File: src/rtl/axis_eth_gen_pkg.sv
// Shared types and beat-formation helpers for the AXI-Stream Ethernet frame generator.
package axis_eth_gen_pkg;

  typedef enum logic [1:0] {
    IDLE,
    SEND,
    GAP
  } state_t;

  localparam int unsigned HDR_LEN = 14;
  localparam int unsigned MIN_LEN = 14;
  localparam int unsigned BEAT_W  = 11;

  function automatic logic [7:0] keep_from_rem(input logic [2:0] r);
    return (r == 3'd0) ? 8'hFF : 8'((9'd1 << r) - 9'd1);
  endfunction

  // hdr holds the 14 header bytes with the first byte on the wire in the MSBs.
  function automatic logic [63:0] build_beat(input logic [BEAT_W-1:0]    beat_idx,
                                             input logic [HDR_LEN*8-1:0] hdr,
                                             input logic [7:0]           frame_idx);
    logic [63:0] d;
    int unsigned n;
    logic [7:0]  k;
    d = '0;
    for (int unsigned j = 0; j < 8; j++) begin
      n = 32'(beat_idx) * 32'd8 + j;
      if (n < HDR_LEN) begin
        d[8*j +: 8] = hdr[8*(HDR_LEN-1-n) +: 8];
      end else begin
        k           = 8'(n - HDR_LEN);
        d[8*j +: 8] = frame_idx + k;
      end
    end
    return d;
  endfunction

endpackage

File: src/rtl/axis_eth_frame_gen.sv
// Ethernet frame generator driving the 64-bit AXI-Stream TX interface of the 10G MAC.
// Emits fixed-header, incrementing-payload frames with programmable count and gap.
module axis_eth_frame_gen
  import axis_eth_gen_pkg::*;
#(
  parameter int unsigned MAX_LEN = 9600,
  parameter int unsigned CNT_W   = 32
) (
  input  logic             clk_i,
  input  logic             rst_n_i,
  input  logic             start_i,
  input  logic             stop_i,
  input  logic [47:0]      cfg_dst_mac_i,
  input  logic [47:0]      cfg_src_mac_i,
  input  logic [15:0]      cfg_ethertype_i,
  input  logic [13:0]      cfg_len_i,
  input  logic [15:0]      cfg_count_i,
  input  logic [7:0]       cfg_gap_i,
  input  logic             cfg_err_i,
  output logic             m_axis_valid_o,
  output logic [63:0]      m_axis_data_o,
  output logic [7:0]       m_axis_keep_o,
  output logic             m_axis_eop_o,
  output logic             m_axis_err_o,
  input  logic             m_axis_ready_i,
  output logic             busy_o,
  output logic [CNT_W-1:0] frames_sent_o
);

  state_t                 state_q, state_d;
  logic [HDR_LEN*8-1:0]   hdr_q, hdr_d;
  logic [BEAT_W-1:0]      beats_m1_q, beats_m1_d;
  logic [2:0]             rem_q, rem_d;
  logic [15:0]            count_q, count_d;
  logic [7:0]             gap_q, gap_d;
  logic                   err_cfg_q, err_cfg_d;
  logic                   stop_q, stop_d;
  logic [BEAT_W-1:0]      beat_q, beat_d;
  logic [7:0]             gap_cnt_q, gap_cnt_d;
  logic [15:0]            frame_idx_q, frame_idx_d;
  logic [CNT_W-1:0]       frames_sent_q, frames_sent_d;
  logic                   valid_q, valid_d;
  logic [63:0]            data_q, data_d;
  logic [7:0]             keep_q, keep_d;
  logic                   eop_q, eop_d;
  logic                   uerr_q, uerr_d;

  logic                   load, clr, last;
  logic [BEAT_W-1:0]      load_beat;
  logic [15:0]            load_fidx;
  logic [13:0]            len_c;

  always_comb begin
    state_d       = state_q;
    hdr_d         = hdr_q;
    beats_m1_d    = beats_m1_q;
    rem_d         = rem_q;
    count_d       = count_q;
    gap_d         = gap_q;
    err_cfg_d     = err_cfg_q;
    stop_d        = stop_q;
    beat_d        = beat_q;
    gap_cnt_d     = gap_cnt_q;
    frame_idx_d   = frame_idx_q;
    frames_sent_d = frames_sent_q;
    valid_d       = valid_q;
    data_d        = data_q;
    keep_d        = keep_q;
    eop_d         = eop_q;
    uerr_d        = uerr_q;
    load          = 1'b0;
    clr           = 1'b0;
    last          = 1'b0;
    load_beat     = '0;
    load_fidx     = frame_idx_q;

    if (cfg_len_i < 14'(MIN_LEN))      len_c = 14'(MIN_LEN);
    else if (cfg_len_i > 14'(MAX_LEN)) len_c = 14'(MAX_LEN);
    else                               len_c = cfg_len_i;

    case (state_q)
      IDLE: begin
        stop_d = 1'b0;
        if (start_i) begin
          hdr_d         = {cfg_dst_mac_i, cfg_src_mac_i, cfg_ethertype_i};
          beats_m1_d    = BEAT_W'((len_c - 14'd1) >> 3);
          rem_d         = len_c[2:0];
          count_d       = cfg_count_i;
          gap_d         = cfg_gap_i;
          err_cfg_d     = cfg_err_i;
          stop_d        = stop_i;
          frame_idx_d   = '0;
          frames_sent_d = '0;
          state_d       = SEND;
          load          = 1'b1;
          load_fidx     = '0;
        end
      end
      SEND: begin
        stop_d = stop_q | stop_i;
        if (valid_q && m_axis_ready_i) begin
          if (eop_q) begin
            frames_sent_d = frames_sent_q + CNT_W'(1);
            frame_idx_d   = frame_idx_q + 16'd1;
            if (stop_d || (count_q != 16'd0 && frame_idx_d == count_q)) begin
              state_d = IDLE;
              stop_d  = 1'b0;
              clr     = 1'b1;
            end else if (gap_q == 8'd0) begin
              load      = 1'b1;
              load_fidx = frame_idx_d;
            end else begin
              state_d   = GAP;
              gap_cnt_d = gap_q;
              clr       = 1'b1;
            end
          end else begin
            load      = 1'b1;
            load_beat = beat_q + BEAT_W'(1);
          end
        end
      end
      GAP: begin
        stop_d = stop_q | stop_i;
        if (stop_d) begin
          state_d = IDLE;
          stop_d  = 1'b0;
        end else if (gap_cnt_q == 8'd1) begin
          state_d = SEND;
          load    = 1'b1;
        end else begin
          gap_cnt_d = gap_cnt_q - 8'd1;
        end
      end
      default: state_d = IDLE;
    endcase

    // Beat formation uses the _d config so the start cycle sees the freshly latched values.
    if (load) begin
      beat_d  = load_beat;
      last    = (load_beat == beats_m1_d);
      valid_d = 1'b1;
      keep_d  = last ? keep_from_rem(rem_d) : 8'hFF;
      data_d  = build_beat(load_beat, hdr_d, load_fidx[7:0]);
      for (int unsigned j = 0; j < 8; j++) begin
        if (!keep_d[j]) data_d[8*j +: 8] = '0;
      end
      eop_d  = last;
      uerr_d = last & err_cfg_d;
    end else if (clr) begin
      valid_d = 1'b0;
      data_d  = '0;
      keep_d  = '0;
      eop_d   = 1'b0;
      uerr_d  = 1'b0;
    end
  end

  always_ff @(posedge clk_i or negedge rst_n_i) begin
    if (!rst_n_i) begin
      state_q       <= IDLE;
      hdr_q         <= '0;
      beats_m1_q    <= '0;
      rem_q         <= '0;
      count_q       <= '0;
      gap_q         <= '0;
      err_cfg_q     <= 1'b0;
      stop_q        <= 1'b0;
      beat_q        <= '0;
      gap_cnt_q     <= '0;
      frame_idx_q   <= '0;
      frames_sent_q <= '0;
      valid_q       <= 1'b0;
      data_q        <= '0;
      keep_q        <= '0;
      eop_q         <= 1'b0;
      uerr_q        <= 1'b0;
    end else begin
      state_q       <= state_d;
      hdr_q         <= hdr_d;
      beats_m1_q    <= beats_m1_d;
      rem_q         <= rem_d;
      count_q       <= count_d;
      gap_q         <= gap_d;
      err_cfg_q     <= err_cfg_d;
      stop_q        <= stop_d;
      beat_q        <= beat_d;
      gap_cnt_q     <= gap_cnt_d;
      frame_idx_q   <= frame_idx_d;
      frames_sent_q <= frames_sent_d;
      valid_q       <= valid_d;
      data_q        <= data_d;
      keep_q        <= keep_d;
      eop_q         <= eop_d;
      uerr_q        <= uerr_d;
    end
  end

  assign m_axis_valid_o = valid_q;
  assign m_axis_data_o  = data_q;
  assign m_axis_keep_o  = keep_q;
  assign m_axis_eop_o   = eop_q;
  assign m_axis_err_o   = uerr_q;
  assign busy_o         = (state_q != IDLE);
  assign frames_sent_o  = frames_sent_q;

endmodule

File: config.mk
export PLATFORM = sky130hd
export DESIGN_NAME = axis_eth_frame_gen
export DESIGN_NICKNAME = d
export VERILOG_FILES = /design/src/rtl/axis_eth_gen_pkg.sv /design/src/rtl/axis_eth_frame_gen.sv
export SDC_FILE = /design/constraint.sdc
export NUM_CORES = 1
export LEC_CHECK = 0
export ABC_AREA = 1
export CELL_PAD_IN_SITES_DETAIL_PLACEMENT = 0
export CELL_PAD_IN_SITES_GLOBAL_PLACEMENT = 1
export CORE_ASPECT_RATIO = 0.5
export CORE_MARGIN = 4
export CORE_UTILIZATION = 43
export DETAILED_ROUTE_END_ITERATION = 10
export PLACE_DENSITY = 0.84
export SETUP_SLACK_MARGIN = 0.2
export SYNTH_ARGS = -nofsm -noshare
export SYNTH_HDL_FRONTEND = slang
export SYNTH_SLANG_ARGS = --single-unit
File: constraint.sdc
create_clock -name clk_i -period 10 [get_ports clk_i]
set_input_delay 2 -clock clk_i [delete_from_list [all_inputs] [get_ports clk_i]]
set_output_delay 2 -clock clk_i [all_outputs]
set_load 0.005 [all_outputs]
==> impl_metrics.toml <==
[worst_setup_path]
cp_common_cell = "nor2_1"
max_stage_delay_ns = 0.81
cp_data_required_time_ns = 10.51
crit_cells = 20
path_buf_inv = 5
cp_slowest_cell = "buf_4"
reg2regPathDepth = 18
start_kind = "input port"
endpoint_kind = "flop"
crit_arrival_ns = 6.41
critical_path.top_delay_family = "buffers and inverters"
crit_type = "in2reg"
worstPathMaxFanout = 105
cp_cell_sequence = "clkdlybuf4s50_1, nand2_4, inv_4, buf_4, or2_2, o21ai_1, inv_1, nor2_1, ha_1, inv_1, nand3_1, nand3_1, nand2_1, nor2_1, nor2_1, nand4_1, nand2_4, nor2_1, nand2_1, nand2_1"
cp-startpoint = "start_i"
r2r_start = "state_q[1]$_DFFE_PN0P_"

[floorplanning]
dieHeight_um = 148
core_area_um2 = 38000
dieWidth_um = 288
die_area_um2 = 42600
ios = 264
start_util = 0.443
rows = 50

[clock_network]
cts_resized = 0
cts_buffers = 29
cts_buffer_depth = 3
hold_buffers = 0
root_buffer = "clkbuf_16"
cts_tree = "built"
clk_pin_slew_worst_paths_ns = 0.07
clock_latency_ns = 0.57
h-tree-depth = 1
postCtsSetupBuffers = 0
cts.sinks = 295

[power]
power.density_nw_per_um2 = 296
vdd_ir_drop_max_v = 0.000169
power_w = 0.00617
p_leak_nw = 9.85

[finish]
n_antenna_cell = 0
final_cells = 2997
final_nets = 2652
area_delta_synth_final_pct = 23.8
mostFrequentLayoutCells = "617 x nand2_1, 295 x dfrtp_1, 273 x inv_1"
layout_commonest_cell = "nand2_1"
drive_gt1_frac = 0.0811

[synthesis]
synth_top_family_by_area = "simple AND/OR/NAND/NOR gates"
synth_nets = 2430
synth_area_per_cell_um2 = 7.53
seq_area_frac_synth = 0.438
synth_compound_gate_area_share = 0.135
synthCells = 2235
synth-simple-area-share = 0.280
synthAdderAreaFrac = 0.0312
synth_top_area_frac = 0.438
ys_top_cells_by_area = "dfrtp_1 44%, nand2_1 14%, o21ai_0 6.2%"
synth-edff-count = 0
synth_warnings = 0
synthDistinctLibCells = 54
netlist_area_um2 = 16800
synth_largest_area_cell = "dfrtp_1"
synth.mux.area_fraction = 0.0107
ys_ff_latch = 295
yosys_most_used_dff = "dfrtp_1"
synthXorXnorAreaFrac = 0.0161
synthArstFlopShare = 1.00

[sta]
fmax_mhz = 169
setup_tns_ns = 0
rsz0062_at_grt = "no"
worst_pin_slew_ns = 0.986
final.min_clock_period_ns = 5.91
finClkSkew_ns = 0.0219
holdWs_ns = 0.474
post-route-period-util = 0.591
maxSlewViolCount = 0
setup_viol = 0
slew_headroom = 0.343
hold_viol = 0

[grt]
gr-total-overflow = 0
grt_pass1_wl_um = 80900
grt_usage = 0.236
antenna_found_initial = 0
grt_max_degree = 154
grt_pass1_vias = 14500

[placed_design]
place_inst = 2946
routabilityCongestion = 0.937
portBuffers = 263
dp_hpwl_um = 37200

[hold_path]
holdPathStages = 2
holdCritPathClass = "reg2reg"
worstHoldStart = "hdr_q[8]$_DFF_PN0_"

[drt]
drt-total-wl_um = 51400
vias = 15200
drt_iter0_drc = 1178
postRouteAntennaNets = 0
dr.pass1.iters = 6
avgViaCountPerCell = 5.08
wl_per_cell_um = 17.2
drc = 0

[outcome]
status = "finished clean"

[run]
maxCapViolCount = 0
-- cell type report --
class / count / area (um2)
clock buffer: 39 / 823
clock inverter: 12 / 173
fill: 3653 / 17200
inverter: 300 / 1130
multi-input combinational: 1560 / 7970
sequential: 295 / 7380
tap: 520 / 651
timing repair buffer: 271 / 2710
-- state kept, by name, indices dropped and copies added, names as in the netlist, 3 cells and up --
register,count
m_axis_keep_o,7
gap_cnt_q,8
rem_q,3
gap_q,8
count_q,16
frame_idx_q,16
beat_q,11
m_axis_data_o,64
hdr_q,112
beats_m1_q,11
frames_sent_o,32
-- synth_stat cells, types with 5 or more instances --
master	number
nor4_2	5
inv_2	20
nand3_2	5
o21ai_0	208
nor2_4	9
o211ai_1	12
nor3_1	12
mux2i_1	18
nor2_1	147
buf_2	13
o21ai_1	54
xor2_1	24
a31oi_1	5
a22oi_1	7
xnor2_1	7
nor4_1	7
ha_1	34
nand4_1	33
dfrtp_1	295
or2_2	66
nand2_1	618
buf_4	8
inv_1	275
nand2_4	6
nor2_2	8
nand3_1	114
a21oi_1	90
o22ai_1	9
o21bai_1	10
clkbuf_1	53
fa_1	5
nand2_2	13
-- tightest hold or removal path: cells and delay by family, from the launching register on --
kind / cells / cell delay (ns)
simple gates: 2 / 0.12
flops: 1 / 0.32
-- power breakdown --
group	internal [W]	total, W	switching [W]
sequential	0.00167	0.00192	0.000245
combinational	0.00114	0.00309	0.00195
clock	0.000680	0.00116	0.000484
total	0.00349	0.00617	0.00268
-- per-stage QoR --
stage          setup slack (ns)  utilization  cell area, um2
2_1_floorplan              4.94            -           16800
3_3_place_gp               3.63        0.522           19800
3_5_place_dp               3.50        0.522           19800
4_1_cts                    4.07        0.548           20800
5_1_grt                    3.67        0.548           20800
6_report                   4.10        0.548           20800
-- worst paths after layout --
check	end	slack (ns)
min in group asynchronous	gap_cnt_q[1]$_DFFE_PN0P_	1.41
worst max register to register	m_axis_data_o[31]$_DFFE_PN0P_	5.17
worst min-delay path	hdr_q[8]$_DFF_PN0_	0.47
worst min register to register	hdr_q[8]$_DFF_PN0_	0.47
worst max-delay path	m_axis_data_o[47]$_DFFE_PN0P_	4.10
max in group asynchronous	frame_idx_q[7]$_DFFE_PN0P_	7.24
-- metal layers --
metal | routed length, um | track usage | vias up
met3 | 2510 | 0.0339 | 56
met2 | 24200 | 0.392 | 350
met1 | 23800 | 0.335 | 7207
met5 | 0 | 0 | -
li1 | - | - | 7617
met4 | 865 | 0.0414 | 0
-- kinds of logic (layout without fill, tap and decap cells) --
logic type                 after synthesis  count (layout)
AOI/OAI and AO/OA                      417             417
xor gates and xnor gates                31              31
adders and majority gates               39              39
buffers and inverters                  380             622
DFF                                    295             295
muxes                                   18              18
and+or+nand+nor                       1055            1055
Note: power is estimated with default switching activity, not from simulation.
